===== config.mk =====
export PLATFORM = sky130hd
export DESIGN_NAME = frame_sync_ctrl
export DESIGN_NICKNAME = d
export VERILOG_FILES = /design/src/rtl/frame_sync_ctrl.sv
export SDC_FILE = /design/constraint.sdc
export NUM_CORES = 1
export LEC_CHECK = 0
export CAP_MARGIN = 10
export CORE_MARGIN = 2
export CORE_UTILIZATION = 30
export CTS_CLUSTER_SIZE = 14
export DETAILED_ROUTE_END_ITERATION = 8
export GPL_TIMING_DRIVEN = 0
export SLEW_MARGIN = 20
export SYNTH_ARGS = -nofsm -noshare
export SYNTH_HDL_FRONTEND = slang
export SYNTH_SLANG_ARGS = --single-unit

===== constraint.sdc =====
create_clock -name clk -period 2.3 [get_ports clk]
set_input_delay 0.69 -clock clk [delete_from_list [all_inputs] [get_ports clk]]
set_output_delay 0.69 -clock clk [all_outputs]
set_load 0.005 [all_outputs]

===== src/rtl/frame_sync_ctrl.sv =====
// Video-timing front end: tracks pixel/line position from de/hsync/vsync, locks onto
// whole frames, forwards pixels only while locked and switches datapath mode at vsync.
module frame_sync_ctrl #(
    parameter int H_ACTIVE = 640,
    parameter int V_ACTIVE = 480,
    parameter int X_W      = 11,
    parameter int Y_W      = 10
) (
    input  logic           clk,
    input  logic           rst_n,
    input  logic           de_in,
    input  logic           h_sync_in,
    input  logic           v_sync_in,
    input  logic [1:0]     mode_req,
    input  logic           mode_req_valid,
    output logic           de_out,
    output logic           h_sync_out,
    output logic           v_sync_out,
    output logic [X_W-1:0] x_pos,
    output logic [Y_W-1:0] y_pos,
    output logic           sol,
    output logic           eol,
    output logic           sof,
    output logic           eof,
    output logic           locked,
    output logic           frame_err,
    output logic [1:0]     mode_active,
    output logic [15:0]    frame_cnt
);

    // state    | meaning
    // UNLOCKED | no frame reference yet (or timing broke); pixels dropped until vsync
    // LOCKED   | frame timing tracked and checked; pixels forwarded
    typedef enum logic {
        UNLOCKED = 1'b0,
        LOCKED   = 1'b1
    } state_t;

    localparam logic [X_W-1:0] X_MAX  = X_W'(H_ACTIVE);
    localparam logic [X_W-1:0] X_LAST = X_W'(H_ACTIVE - 1);
    localparam logic [X_W-1:0] X_ONE  = X_W'(1);
    localparam logic [Y_W-1:0] Y_MAX  = Y_W'(V_ACTIVE);
    localparam logic [Y_W-1:0] Y_LAST = Y_W'(V_ACTIVE - 1);
    localparam logic [Y_W-1:0] Y_ONE  = Y_W'(1);

    state_t         state_q;
    state_t         state_d;
    logic           de_q;
    logic           vs_q;
    logic [X_W-1:0] xc;
    logic [Y_W-1:0] yc;
    logic [1:0]     mode_pend;

    logic vs_rise;
    logic de_rise;
    logic de_fall;
    logic line_long;
    logic line_short;
    logic lines_extra;
    logic viol;
    logic err_d;
    logic frame_good;
    logic pix_fwd;

    assign vs_rise     = v_sync_in & ~vs_q;
    assign de_rise     = de_in & ~de_q;
    assign de_fall     = ~de_in & de_q;
    assign line_long   = de_in & (xc == X_MAX);
    assign line_short  = de_fall & (xc != X_MAX);
    assign lines_extra = de_rise & (yc == Y_MAX);

    always_ff @(posedge clk) begin
        if (!rst_n) begin
            state_q <= UNLOCKED;
        end else begin
            state_q <= state_d;
        end
    end

    always_comb begin
        state_d    = state_q;
        viol       = 1'b0;
        err_d      = 1'b0;
        frame_good = 1'b0;
        case (state_q)
            UNLOCKED: begin
                if (vs_rise) begin
                    state_d = LOCKED;
                end
            end
            LOCKED: begin
                viol = line_long | line_short | lines_extra;
                if (viol) begin
                    state_d = UNLOCKED;
                    err_d   = 1'b1;
                end else if (vs_rise) begin
                    // a short frame is reported but keeps lock; only complete frames count
                    frame_good = (yc == Y_MAX);
                    err_d      = (yc != Y_MAX);
                end
            end
            default: state_d = UNLOCKED;
        endcase
    end

    assign locked  = (state_q == LOCKED);
    assign pix_fwd = de_in & locked & ~viol;

    always_ff @(posedge clk) begin
        if (!rst_n) begin
            de_q        <= 1'b0;
            vs_q        <= 1'b0;
            xc          <= '0;
            yc          <= '0;
            mode_pend   <= 2'd0;
            de_out      <= 1'b0;
            h_sync_out  <= 1'b0;
            v_sync_out  <= 1'b0;
            x_pos       <= '0;
            y_pos       <= '0;
            sol         <= 1'b0;
            eol         <= 1'b0;
            sof         <= 1'b0;
            eof         <= 1'b0;
            frame_err   <= 1'b0;
            mode_active <= 2'd0;
            frame_cnt   <= 16'd0;
        end else begin
            de_q <= de_in;
            vs_q <= v_sync_in;

            // saturation keeps garbage input from wrapping the counters while unlocked
            if (de_in) begin
                if (xc != X_MAX) begin
                    xc <= xc + X_ONE;
                end
            end else if (de_fall) begin
                xc <= '0;
            end

            if (vs_rise) begin
                yc <= '0;
            end else if (de_fall && (yc != Y_MAX)) begin
                yc <= yc + Y_ONE;
            end

            de_out     <= pix_fwd;
            h_sync_out <= h_sync_in;
            v_sync_out <= v_sync_in;
            x_pos      <= xc;
            y_pos      <= yc;
            sol        <= pix_fwd & (xc == '0);
            eol        <= pix_fwd & (xc == X_LAST);
            sof        <= pix_fwd & (xc == '0) & (yc == '0);
            eof        <= pix_fwd & (xc == X_LAST) & (yc == Y_LAST);
            frame_err  <= err_d;

            if (frame_good) begin
                frame_cnt <= frame_cnt + 16'd1;
            end

            if (mode_req_valid) begin
                mode_pend <= mode_req;
            end
            if (vs_rise) begin
                mode_active <= mode_req_valid ? mode_req : mode_pend;
            end
        end
    end

endmodule

Word-level counts from Yosys, hierarchy flattened
Cells that the tools add are included.
{"block": "word_totals", "wordCells": 67, "output_inout_bits": 48, "ff_bits": 72}
{"block": "op_classes", "n_eq_ne": 7, "reduce_logical": 7, "muxes": 13, "bitwise": 20, "add_sub_neg": 3}
{"cell": "2-to-1 mux 11 bit", "count": 3}
{"cell": "equality test 11 x 10 -> 1 bit (second input constant)", "count": 2}
{"cell": "equality test 10 x 9 -> 1 bit (second input constant)", "count": 2}
{"cell": "adder 16 x 1 -> 16 bit (second input constant)", "count": 1}
{"cell": "bitwise AND 1 bit", "count": 12}
{"cell": "adder 11 x 1 -> 11 bit (second input constant)", "count": 1}
{"cell": "logical NOT 11 bit", "count": 1}
{"cell": "inequality test 11 x 10 -> 1 bit (second input constant)", "count": 1}
{"cell": "adder 10 x 1 -> 10 bit (second input constant)", "count": 1}
{"cell": "logical NOT 10 bit", "count": 1}
{"cell": "inequality test 10 x 9 -> 1 bit (second input constant)", "count": 1}
{"cell": "2-to-1 mux 1 bit", "count": 8}
{"cell": "inverter 1 bit", "count": 6}
{"cell": "AND reduction 2 bit", "count": 2}
{"cell": "2-to-1 mux 2 bit", "count": 1}
{"cell": "inequality test 2 x 1 -> 1 bit (second input constant)", "count": 1}
{"cell": "OR 1 bit", "count": 2}
{"cell": "case mux 1 bit (2 select lines)", "count": 1}
{"cell": "nonzero test 2 bit", "count": 1}
{"cell": "OR reduction 2 bit", "count": 1}
{"cell": "logical AND 1 bit", "count": 1}

Longest topological paths before layout
{"block": "depth", "ltp_word": 10, "mapped_depth": 8}

Worst setup path before layout
No wires, ideal clock.
{"block": "synth_path", "kind": "register -> register", "start": "register yc[0]", "end": "register state_q, in the netlist locked", "required_ns": 2.185, "path_buffers": 0, "arrival_time_ns": 2.108, "slack_ns": 0.077, "period_less_slack_ns": 2.223, "path_stages_with_launch": 8, "cell_sequence": "dfxtp_1 > inv_1 > ha_1 > or4b_4 > or3_2 > o211ai_1 > mux2i_1 > and2_1"}
{"block": "synth_between", "elab_chain_cells": 5}
{"element": "from (decl)", "line": "51", "source": "logic [Y_W-1:0] yc;"}
{"element": "from (signal assigned)", "line": "144", "source": "yc <= yc + Y_ONE;"}
{"element": "equality test 10 x 9 -> 1 bit", "line": "70", "source": "assign lines_extra = de_rise & (yc == Y_MAX);"}
{"element": "bitwise AND 1 bit", "line": "70"}
{"element": "OR 1 bit", "line": "92", "source": "viol = line_long | line_short | lines_extra;"}
{"element": "2-to-1 mux 1 bit", "line": "93", "source": "if (viol) begin"}
{"element": "case mux 1 bit (2 select lines)", "line": "85", "source": "case (state_q)"}
{"element": "to (signal assigned)", "line": "76", "source": "state_q <= state_d;"}
{"element": "to (decl)", "line": "46", "source": "state_t state_q;"}
Every way passes these cells.
A chain may end at the register's enable or synchronous reset.

Worst setup path in the final report
{"block": "layout_path", "start": "register yc[1]", "end": "register frame_cnt[8]"}
{"block": "layout_between", "elab_chain_cells": 5, "elab_cells_between_ends": 6, "classes_between": "eq/ne: 1; mux: 3; bitwise: 2"}
{"element": "equality test 10 x 9 -> 1 bit (*)", "line": "70, 98"}
{"element": "bitwise AND 1 bit", "line": "70"}
{"element": "OR 1 bit", "line": "92"}
{"element": "2-to-1 mux 1 bit (*)", "line": "93"}
{"element": "2-to-1 mux 1 bit (*)", "line": "85"}
{"element": "to (signal assigned)", "line": "159", "source": "frame_cnt <= frame_cnt + 16'd1;"}
{"element": "to (decl)", "line": "28", "source": "output logic [15:0] frame_cnt"}
Mark *: on every way between the ends. The rest lies on a longest branch, timed or not.

==> results.cfg <==
[sta]
min_period_ns = 2.29
timing.hold.ws_ns = 0.495
hold_viol = 0
fin_crit_sh_pct = 99.5
grt_setup_unrepaired = true
final_max_slew_viol_count = 0
tightest_slew_ns = 0.531
slew_headroom_pct = 64.6
max_freq_mhz = 437
tns_ns = 0
finalSetupViolCount = 0
skew_ns = 0.00788

[grt]
antenna_found_initial = 0
grt_max_degree = 13
grt_pass1_vias = 2377
grt.overflow.total = 0
track_usage_pct = 13.3
grt_pass1_wl_mm = 11.0

[power]
p_leak_nw = 1.51
powerDensity_nw_per_um2 = 614
vdd.ir_drop.worst_uv = 251

[cells_and_area]
area_growth_syn_to_layout_pct = 38.8
mostFrequentLayoutCells = 70 x dfxtp_1, 53 x clkdlybuf4s50_1, 39 x nor2_1
drive_gt1_share_pct = 13.9
final_nets = 410
antenna_cells = 0
final_common_cell = dfxtp_1
ff_latch_area_um2 = 1450
multi_input_area_um2 = 1500
finish.utilization_pct = 42.3
fill_cells = 962

[floorplanning]
initial_utilization_pct = 30.5
die_y_um = 103
core_um2 = 9680
fp.dieW_um = 103
rows = 36
die_area_um2 = 10700
ioPinCount = 56

[drt]
vias = 2461
drc_errors = 0
ant_nets = 0
totalWireLength_mm = 6.78
routedWlPerCell_um = 12.7
via_per_inst = 4.60
dr.pass1.iters = 4
first_iter_violations = 39

[synthesis]
syn_avg_cell_area_um2 = 9.32
synthFlopType = dfxtp_1
synth.distinct_cells = 48
synth_edf_count = 0
syn_inst = 317
yosysSeqAreaShare_pct = 48.8
syn_area_um2 = 2950
async_flop_share_pct = 0
ys_warn_count = 0
syn-num-nets = 330
ys_ff_latch = 72

[setup_path]
max_stage_delay_ns = 0.50
worstSetupPathType = flop to flop
slowest_stage = or4b_4
path_cells = inv_4 > ha_4 > or4b_4 > nor4_4 > nand3_2 > or4_1 > a21oi_1
cp-start-kind = flop
worst-path-max-fanout = 5
crit_path_end_kind = flop
worstPathRequired_ns = 2.57
arrival_ns = 2.56

[place]
gp_congestion = 0.765
io_buffers = 55
dp_hpwl_mm = 4.81

[clock_network]
clockRootBuffer = clkbuf_8
hold_buffers = 0
clk_pin_slew_ns = 0.07
cts_tree = built
cts_max_level = 3
cts-buffers-inserted = 9
cts.sinks = 72
cts_max_path_buffers = 2
clk_latency_ns = 0.35

[worst_hold_path]
min_path_type = flop to flop

[status]
status = finished clean

[job]
maxCapViolCount = 0
[routing by layer]
metal	GRT usage, %	up-vias	wire, um
li1	-	1266	-
met2	21.9	43	3110
met3	4.17	11	268
met5	0	-	0
met4	4.86	0	99
met1	16.5	1141	3300
[metrics by stage]
stage / instance area [um^2] / instances / total power, mW / setup WS [ns]
after global placement: 3670 / 505 / 1.43 / -0.481
final: 4100 / 535 / 2.52 / 0.0123
after global routing: 4100 / 535 / 2.60 / -0.0683
after floorplan: 2950 / 317 / 1.37 / 0.0770
after detailed placement: 3670 / 505 / 1.43 / -0.525
after CTS: 3960 / 525 / 2.53 / 0.00718
[power breakdown]
group | switching (mW) | internal (mW) | leakage [nW]
Clock | 0.462 | 0.634 | 0.112
Sequential | 0.0122 | 1.26 | 0.584
Combinational | 0.0746 | 0.0709 | 0.814
[final cells by class]
type,count,share of cell area (%)
Buffer,11,2.01
Clock buffer,10,3.36
Clock inverter,6,2.01
Inverter,8,0.794
Multi-Input combinational cell,226,36.5
Sequential cell,72,35.3
Tap cell,133,4.06
Timing Repair Buffer,69,16.0
[path summary, 6_finish.rpt]
check,from,to,slack (ns),cells after the start
setup reg to reg,yc[1],frame_cnt[8],0.01,7
hold reg to reg,mode_pend[0],mode_pend[0],0.49,2
hold / removal,mode_pend[0],mode_pend[0],0.49,2
setup / recovery,yc[1],frame_cnt[8],0.01,7
[cells by family after synthesis]
| group | count (synthesis) | synth area share, % |
|---|---|---|
| buf+inv | 19 | 3.81 |
| fa+ha+maj | 5 | 2.12 |
| compound gates | 38 | 7.96 |
| mux | 4 | 1.36 |
| simple gates | 159 | 30.0 |
| flops | 72 | 48.8 |
| xor+xnor | 20 | 5.93 |
[worst max-delay path, delay by kind of cell (launching register included)]
| family | cells | cell delay [ns] |
|---|---|---|
| compound gates | 1 | 0.17 |
| fa+ha+maj | 1 | 0.11 |
| flops | 1 | 0.37 |
| buf+inv | 1 | 0.06 |
| simple gates | 4 | 1.51 |
[flip-flops by register name (all words and copies together) (netlist names)]
register and flops:
frame_cnt 16, x_pos 11, xc 11, y_pos 10, yc 10, mode_active 2, mode_pend 2, de_out 1
de_q 1, eof 1, eol 1, frame_err 1, h_sync_out 1, locked 1, sof 1, sol 1
vs_q 1
[synthesized netlist by cell type, types with 2 or more instances]
| cell | count | share of area [%] |
|---|---|---|
| a211oi_1 | 2 | 0.51 |
| a21oi_1 | 14 | 2.4 |
| and2_1 | 26 | 5.5 |
| and3_1 | 5 | 1.1 |
| and3_2 | 2 | 0.51 |
| buf_6 | 2 | 0.76 |
| clkbuf_1 | 6 | 0.76 |
| dfxtp_1 | 72 | 49 |
| ha_1 | 5 | 2.1 |
| inv_1 | 8 | 1.0 |
| mux2i_1 | 4 | 1.4 |
| nand2_1 | 18 | 2.3 |
| nand2b_1 | 2 | 0.42 |
| nand3_1 | 14 | 2.4 |
| nand4_1 | 14 | 3.0 |
| nand4bb_1 | 2 | 0.76 |
| nor2_1 | 39 | 5.0 |
| nor2b_1 | 4 | 0.85 |
| nor3_1 | 6 | 1.0 |
| nor4_1 | 4 | 0.85 |
| o21a_1 | 6 | 1.5 |
| o21ai_0 | 8 | 1.4 |
| o31ai_1 | 2 | 0.51 |
| or3_1 | 9 | 1.9 |
| or4_1 | 2 | 0.51 |
| xnor2_1 | 5 | 1.5 |
| xor2_1 | 15 | 4.4 |
[repair_timing]
item / in CTS / in global routing
endpoints found under the setup margin: 20 / 17
setup buffers: 4 / 10
endpoints found under the hold margin: 0 / 0
pin swaps: 4 / 8
resized for setup: 8 / 21
Note: power is estimated with default switching activity, not from simulation.
